--- src/rtl/alu_issue_stage.sv ---
// alu_issue_stage: ID/EX register ahead of the 32-bit ALU; decodes ALUctl and selects operand B.
// Latency: 1 cycle from accept (in_valid && in_ready) to out_valid.
// Backpressure: single-entry; in_ready = !flush && (!out_valid || out_ready), so full throughput.
//
// Ports:
//   clk, rst_n                      clock, asynchronous active-low reset
//   in_valid / in_ready             upstream handshake
//   alu_op, funct, rs_data, rt_data, imm, alu_src   decoded instruction fields
//   flush                           kills the held entry and blocks the offered one
//   out_valid / out_ready           downstream handshake
//   ALUctl, A, B, illegal           registered ALU control, operands and unsupported-op flag
//   issue_count                     (only with ALU_ISSUE_PERF_CNT_EN) saturating count of legal consumes
//
// Optional feature macro: ALU_ISSUE_PERF_CNT_EN
module alu_issue_stage #(
  parameter int DATA_W = 32,
  parameter int IMM_W  = 16
) (
  input  logic              clk,
  input  logic              rst_n,
  input  logic              in_valid,
  output logic              in_ready,
  input  logic [1:0]        alu_op,
  input  logic [5:0]        funct,
  input  logic [DATA_W-1:0] rs_data,
  input  logic [DATA_W-1:0] rt_data,
  input  logic [IMM_W-1:0]  imm,
  input  logic              alu_src,
  input  logic              flush,
  output logic              out_valid,
  input  logic              out_ready,
  output logic [3:0]        ALUctl,
  output logic [DATA_W-1:0] A,
  output logic [DATA_W-1:0] B,
`ifdef ALU_ISSUE_PERF_CNT_EN
  output logic [31:0]       issue_count,
`endif
  output logic              illegal
);

  localparam logic [3:0] CTL_AND = 4'd0;
  localparam logic [3:0] CTL_OR  = 4'd1;
  localparam logic [3:0] CTL_ADD = 4'd2;
  localparam logic [3:0] CTL_SUB = 4'd6;
  localparam logic [3:0] CTL_SLT = 4'd7;
  localparam logic [3:0] CTL_NOR = 4'd12;
  // Code 15 forces the ALU output to zero, so an unsupported op is harmless downstream.
  localparam logic [3:0] CTL_BAD = 4'd15;

  logic              accept;
  logic [3:0]        dec_ctl;
  logic              dec_illegal;
  logic [DATA_W-1:0] b_sel;

  assign in_ready = !flush && (!out_valid || out_ready);
  assign accept   = in_valid && in_ready;

  always_comb begin
    dec_ctl     = CTL_BAD;
    dec_illegal = 1'b1;
    case (alu_op)
      2'b00: begin dec_ctl = CTL_ADD; dec_illegal = 1'b0; end
      2'b01: begin dec_ctl = CTL_SUB; dec_illegal = 1'b0; end
      2'b10: begin
        dec_illegal = 1'b0;
        case (funct)
          6'b100000: dec_ctl = CTL_ADD;
          6'b100010: dec_ctl = CTL_SUB;
          6'b100100: dec_ctl = CTL_AND;
          6'b100101: dec_ctl = CTL_OR;
          6'b100111: dec_ctl = CTL_NOR;
          6'b101010: dec_ctl = CTL_SLT;
          default: begin dec_ctl = CTL_BAD; dec_illegal = 1'b1; end
        endcase
      end
      default: begin dec_ctl = CTL_BAD; dec_illegal = 1'b1; end
    endcase
  end

  assign b_sel = alu_src ? {{(DATA_W-IMM_W){imm[IMM_W-1]}}, imm} : rt_data;

  // Flush wins over accept and hold; it clears only the valid and illegal flags so the
  // data registers never change without an accept.
  always_ff @(posedge clk or negedge rst_n) begin
    if (!rst_n) begin
      out_valid <= 1'b0;
      illegal   <= 1'b0;
      ALUctl    <= '0;
      A         <= '0;
      B         <= '0;
    end else if (flush) begin
      out_valid <= 1'b0;
      illegal   <= 1'b0;
    end else if (accept) begin
      out_valid <= 1'b1;
      illegal   <= dec_illegal;
      ALUctl    <= dec_ctl;
      A         <= rs_data;
      B         <= b_sel;
    end else if (out_valid && out_ready) begin
      out_valid <= 1'b0;
    end
  end

`ifdef ALU_ISSUE_PERF_CNT_EN
  // Counts every handshake completion of a legal entry; sticks at all-ones.
  always_ff @(posedge clk or negedge rst_n) begin
    if (!rst_n) begin
      issue_count <= '0;
    end else if (out_valid && out_ready && !illegal && (issue_count != 32'hFFFF_FFFF)) begin
      issue_count <= issue_count + 32'd1;
    end
  end
`endif

endmodule

--- config.mk ---
export PLATFORM = sky130hd
export DESIGN_NAME = alu_issue_stage
export DESIGN_NICKNAME = d
export VERILOG_FILES = /design/src/rtl/alu_issue_stage.sv
export SDC_FILE = /design/constraint.sdc
export NUM_CORES = 1
export LEC_CHECK = 0
export ABC_CLOCK_PERIOD_IN_PS = 2200
export BUFFER_PORTS_ARGS = -buffer_cell sky130_fd_sc_hd__buf_2
export CORE_MARGIN = 2
export CORE_UTILIZATION = 44
export CTS_CLUSTER_SIZE = 10
export DETAILED_ROUTE_END_ITERATION = 6
export GPL_TIMING_DRIVEN = 0
export PLACE_DENSITY = 0.86
export SETUP_SLACK_MARGIN = 0.3
export SLEW_MARGIN = 10
export SYNTH_ARGS = -nofsm -noshare
export SYNTH_HDL_FRONTEND = slang
export SYNTH_SLANG_ARGS = --single-unit
--- constraint.sdc ---
create_clock -name clk -period 2.2 [get_ports clk]
set_clock_uncertainty 0.1 [all_clocks]
set_input_delay 0.33 -clock clk [delete_from_list [all_inputs] [get_ports clk]]
set_output_delay 0.33 -clock clk [all_outputs]
set_load 0.02 [all_outputs]
==> impl_metrics.env <==
export IMPL_run_status="finished with violations"
export IMPL_failing_checks="DRC"
export IMPL_slew_headroom_pct=69.5
export IMPL_flow_area_growth_from_synthesis_pct=40.1
export IMPL_report_final_setup_viol=0
export IMPL_core_region_area_um2=6420
export IMPL_drc=11
export IMPL_hp_class="input port to flip-flop"
export IMPL_rr_worst_depth=6
export IMPL_worst_hold_path_endpoint="A[19]"
export IMPL_drt_wirelength_per_cell_um=15.5
export IMPL_grt_overflow_total=0
export IMPL_clock_latency_ns=0.33
export IMPL_synth_yosys_seq_area_share_pct=59.4
export IMPL_critical_path_arrival_ns=1.85
export IMPL_wl_met2_mm=3.97
export IMPL_clock_tree_from_tritoncts="done"
export IMPL_post_syn_area_per_cell_um2=11.8
export IMPL_cp_data_required_time_ns=2.36
export IMPL_detailedRoute_firstPassIterationCount=7
export IMPL_final_standard_cell_count_with_taps_included_and_fillers_excluded=508
export IMPL_synth_nets=343
export IMPL_vias=2609
export IMPL_synth_async_sr_flop_share_pct=100
export IMPL_netlist_top_cells_area="sky130_fd_sc_hd__dfrtp_1 (59%), sky130_fd_sc_hd__mux2_2 (12%), sky130_fd_sc_hd__a21oi_1 (8.8%), sky130_fd_sc_hd__mux2i_1 (5.8%), sky130_fd_sc_hd__nor2_1 (5.0%)"
export IMPL_worstReg2RegEnd="ALUctl[0]"
export IMPL_fp_dieW_um=85.8
export IMPL_postSynthRegisterBits=70
export IMPL_numCtsBuffers=9
export IMPL_final_setup_worst_slack_ns=0.502
export IMPL_power_dens_cells_nw_per_um2=896
export IMPL_mostFrequentLayoutCells="sky130_fd_sc_hd__buf_2 (172), sky130_fd_sc_hd__dfrtp_1 (70), sky130_fd_sc_hd__a21oi_1 (52), sky130_fd_sc_hd__nor2_1 (39), sky130_fd_sc_hd__mux2_2 (32)"
export IMPL_clkPwrFrac_pct=30.9
export IMPL_critPathMaxStageDelay_ns=0.38
export IMPL_pwr_share_comb_pct=25.7
export IMPL_initialDrtViolationCount=125
export IMPL_routed_top_layer="met4"
export IMPL_die_y_um=85.8
export IMPL_synthesis_yosys_warnings=0
export IMPL_worstPathMaxFanout=10
export IMPL_place_congestion=0.825
export IMPL_worstSetupPathType="flip-flop to flip-flop"
export IMPL_clkSlewWorstSetupHoldPaths_ns=0.08
export IMPL_tns_ns=0
export IMPL_worst_r2r_setup_slack_ns=0.50
export IMPL_dp_hpwl_mm=5.94
export IMPL_finish_net_count=520
export IMPL_power_sequential_fraction_pct=43.4
export IMPL_count_of_unique_library_cells_instantiated_by_yosys=28
export IMPL_crit_family="simple AND/OR/NAND/NOR gates"
export IMPL_antennaDiodeCount=0
export IMPL_worstMarginPinSlew_ns=0.456
export IMPL_primary_flip_flop_cell_chosen_by_synthesis_mapping="sky130_fd_sc_hd__dfrtp_1"
export IMPL_critPathLaunch="out_valid"
export IMPL_postRouteWirelength_mm=7.87
export IMPL_worst_hold_startpoint="rs_data[19]"
export IMPL_post_place_ws_ns=0.471
export IMPL_post_route_cells_drive_above_1_share_pct=53.4
export IMPL_hold_viol=0
export IMPL_startpoint_type="flip-flop"
export IMPL_io_pin_count=165
export IMPL_synth_enable_flop_cells=0
export IMPL_h_tree_level_count=3
export IMPL_p_switching_mw=1.18
export IMPL_switching_share_of_power_pct=31.9
export IMPL_grt_first_pass_wirelength_mm=12.4
export IMPL_grt_pass1_vias=2566
export IMPL_vias_per_cell=5.14
export IMPL_timing_final_crit_share_pct=77.2
export IMPL_sequence_of_cells_on_the_critical_path="nor2b_1 > nor3b_4 > buf_4 > buf_2 > o2111ai_1 > o211ai_1"
export IMPL_grt_antenna_before_repair=0
export IMPL_slew_viol_final=0
export IMPL_vdd_ir_drop_max_v=0.000613
export IMPL_worst_path_max_delay_cell="sky130_fd_sc_hd__dfrtp_1"
export IMPL_postCtsResizedCells=0
export IMPL_numPlacedInstances=490
export IMPL_layout_min_cycle_time_ns=1.70
export IMPL_num_rows=29
export IMPL_holdWs_ns=0.117
export IMPL_hold_path_depth=2
export IMPL_num_fill_cells=537
export IMPL_post_route_m1_wl_mm=3.07
export IMPL_grt_setup_unrepaired="no"
export IMPL_final_antenna_net_count=0
export IMPL_count_of_max_cap_constraint_violations=0
export IMPL_synth_cells=249
export IMPL_synth_area_um2=2950
export IMPL_synthDominantCellAreaShare_pct=59.4
export IMPL_synth_area_leader_cell="sky130_fd_sc_hd__dfrtp_1"
export IMPL_grt_max_degree=67
export IMPL_regToRegStartpoint="out_valid"
export IMPL_root_buffer="sky130_fd_sc_hd__clkbuf_8"
export IMPL_achievable_frequency_mhz=589
export IMPL_timing_critical_path_to_type="flip-flop"
export IMPL_grtUsageTotal_pct=21.8
export IMPL_cp_num_buf_inv=2
export IMPL_cts_root_to_sink_buffers=2
export IMPL_mostFrequentLayoutCell="sky130_fd_sc_hd__buf_2"
export IMPL_leakage_nw=2.05
export IMPL_floorplan_die_area_um2=7370
export IMPL_p_int_mw=2.52
export IMPL_placement_io_buffers=163
export IMPL_cts_sinks=70
export IMPL_start_util_pct=45.9
export IMPL_met3_length_um=696
## routing by layer
metal  global-route usage, %  up-vias
met4                    7.36        0
met3                    6.45       14
met5                       0        -
met1                    26.4     1241
met2                    37.4      133
li1                        -     1221
## worst register-to-register path: stages (launching register included)
cell	delay, ns
sky130_fd_sc_hd__dfrtp_1	0.38
sky130_fd_sc_hd__nor2b_1	0.18
sky130_fd_sc_hd__nor3b_4	0.30
sky130_fd_sc_hd__buf_4	0.18
sky130_fd_sc_hd__buf_2	0.22
sky130_fd_sc_hd__o2111ai_1	0.14
sky130_fd_sc_hd__o211ai_1	0.11
## worst max-delay path by stage
stage                           end  slack, ns  depth (start not counted)
after floorplan                A[0]       0.56                          4
after global placement        B[18]       0.41                          1
after detailed placement       B[3]       0.47                          5
after CTS                      B[3]       0.43                          5
after global routing           B[3]       0.37                          5
final                     ALUctl[0]       0.50                          6
## cell type report
cell class | instances | area (um2) | share of cell area (%)
multi-input combinational | 159 | 1080 | 26.3
clock buffer | 9 | 124 | 3.00
timing repair buffer | 166 | 863 | 20.9
tap | 77 | 96.3 | 2.33
clock inverter | 7 | 97.6 | 2.36
inverter | 4 | 15.0 | 0.364
sequential | 70 | 1750 | 42.4
buffer | 16 | 95.1 | 2.30
## registers in the layout, indices dropped and copies added, names as in the netlist
name	count
B	32
ALUctl	4
A	32
illegal	1
out_valid	1
## cell families after synthesis
family                 synth area share, %
AND/OR/NAND/NOR                       7.98
multiplexers                          18.0
AO/OA/AOI/OAI                         10.8
flip-flops                            59.4
buffers and inverters                 3.74
## timing repair
| action | CTS | global route |
|---|---|---|
| hold buffers | 1 | 0 |
| buffers inserted | 0 | 1 |
| setup endpoints to repair | 0 | 2 |
| endpoints found under the hold margin | 70 | 0 |
## metrics by stage
| step | util (%) | area [um2] | total power, mW |
|---|---|---|---|
| 2_1_floorplan | - | 2950 | 2.17 |
| 3_3_place_gp | 60.1 | 3860 | 2.53 |
| 3_5_place_dp | 60.5 | 3890 | 2.58 |
| 4_1_cts | 64.2 | 4120 | 3.74 |
| 5_1_grt | 64.3 | 4130 | 3.88 |
| 6_report | 64.3 | 4130 | 3.70 |
## cell usage after synthesis (all sizes together) (3+ instances only)
cell type and number:
inv 3, a21oi 52, buf 15, nor2 39, mux2i 17, nand2b 3
mux2 32, dfrtp 70
## power by group through the flow
| stage | combinational (mW) | sequential (mW) | clock (mW) |
|---|---|---|---|
| floorplan | 0.282 | 1.89 | 0 |
| global placement | 0.920 | 1.61 | 0 |
| detailed placement | 0.955 | 1.63 | 0 |
| CTS | 0.958 | 1.61 | 1.18 |
| global route | 1.02 | 1.63 | 1.23 |
| finish | 0.949 | 1.60 | 1.14 |
(Power assumes the default switching activity.)
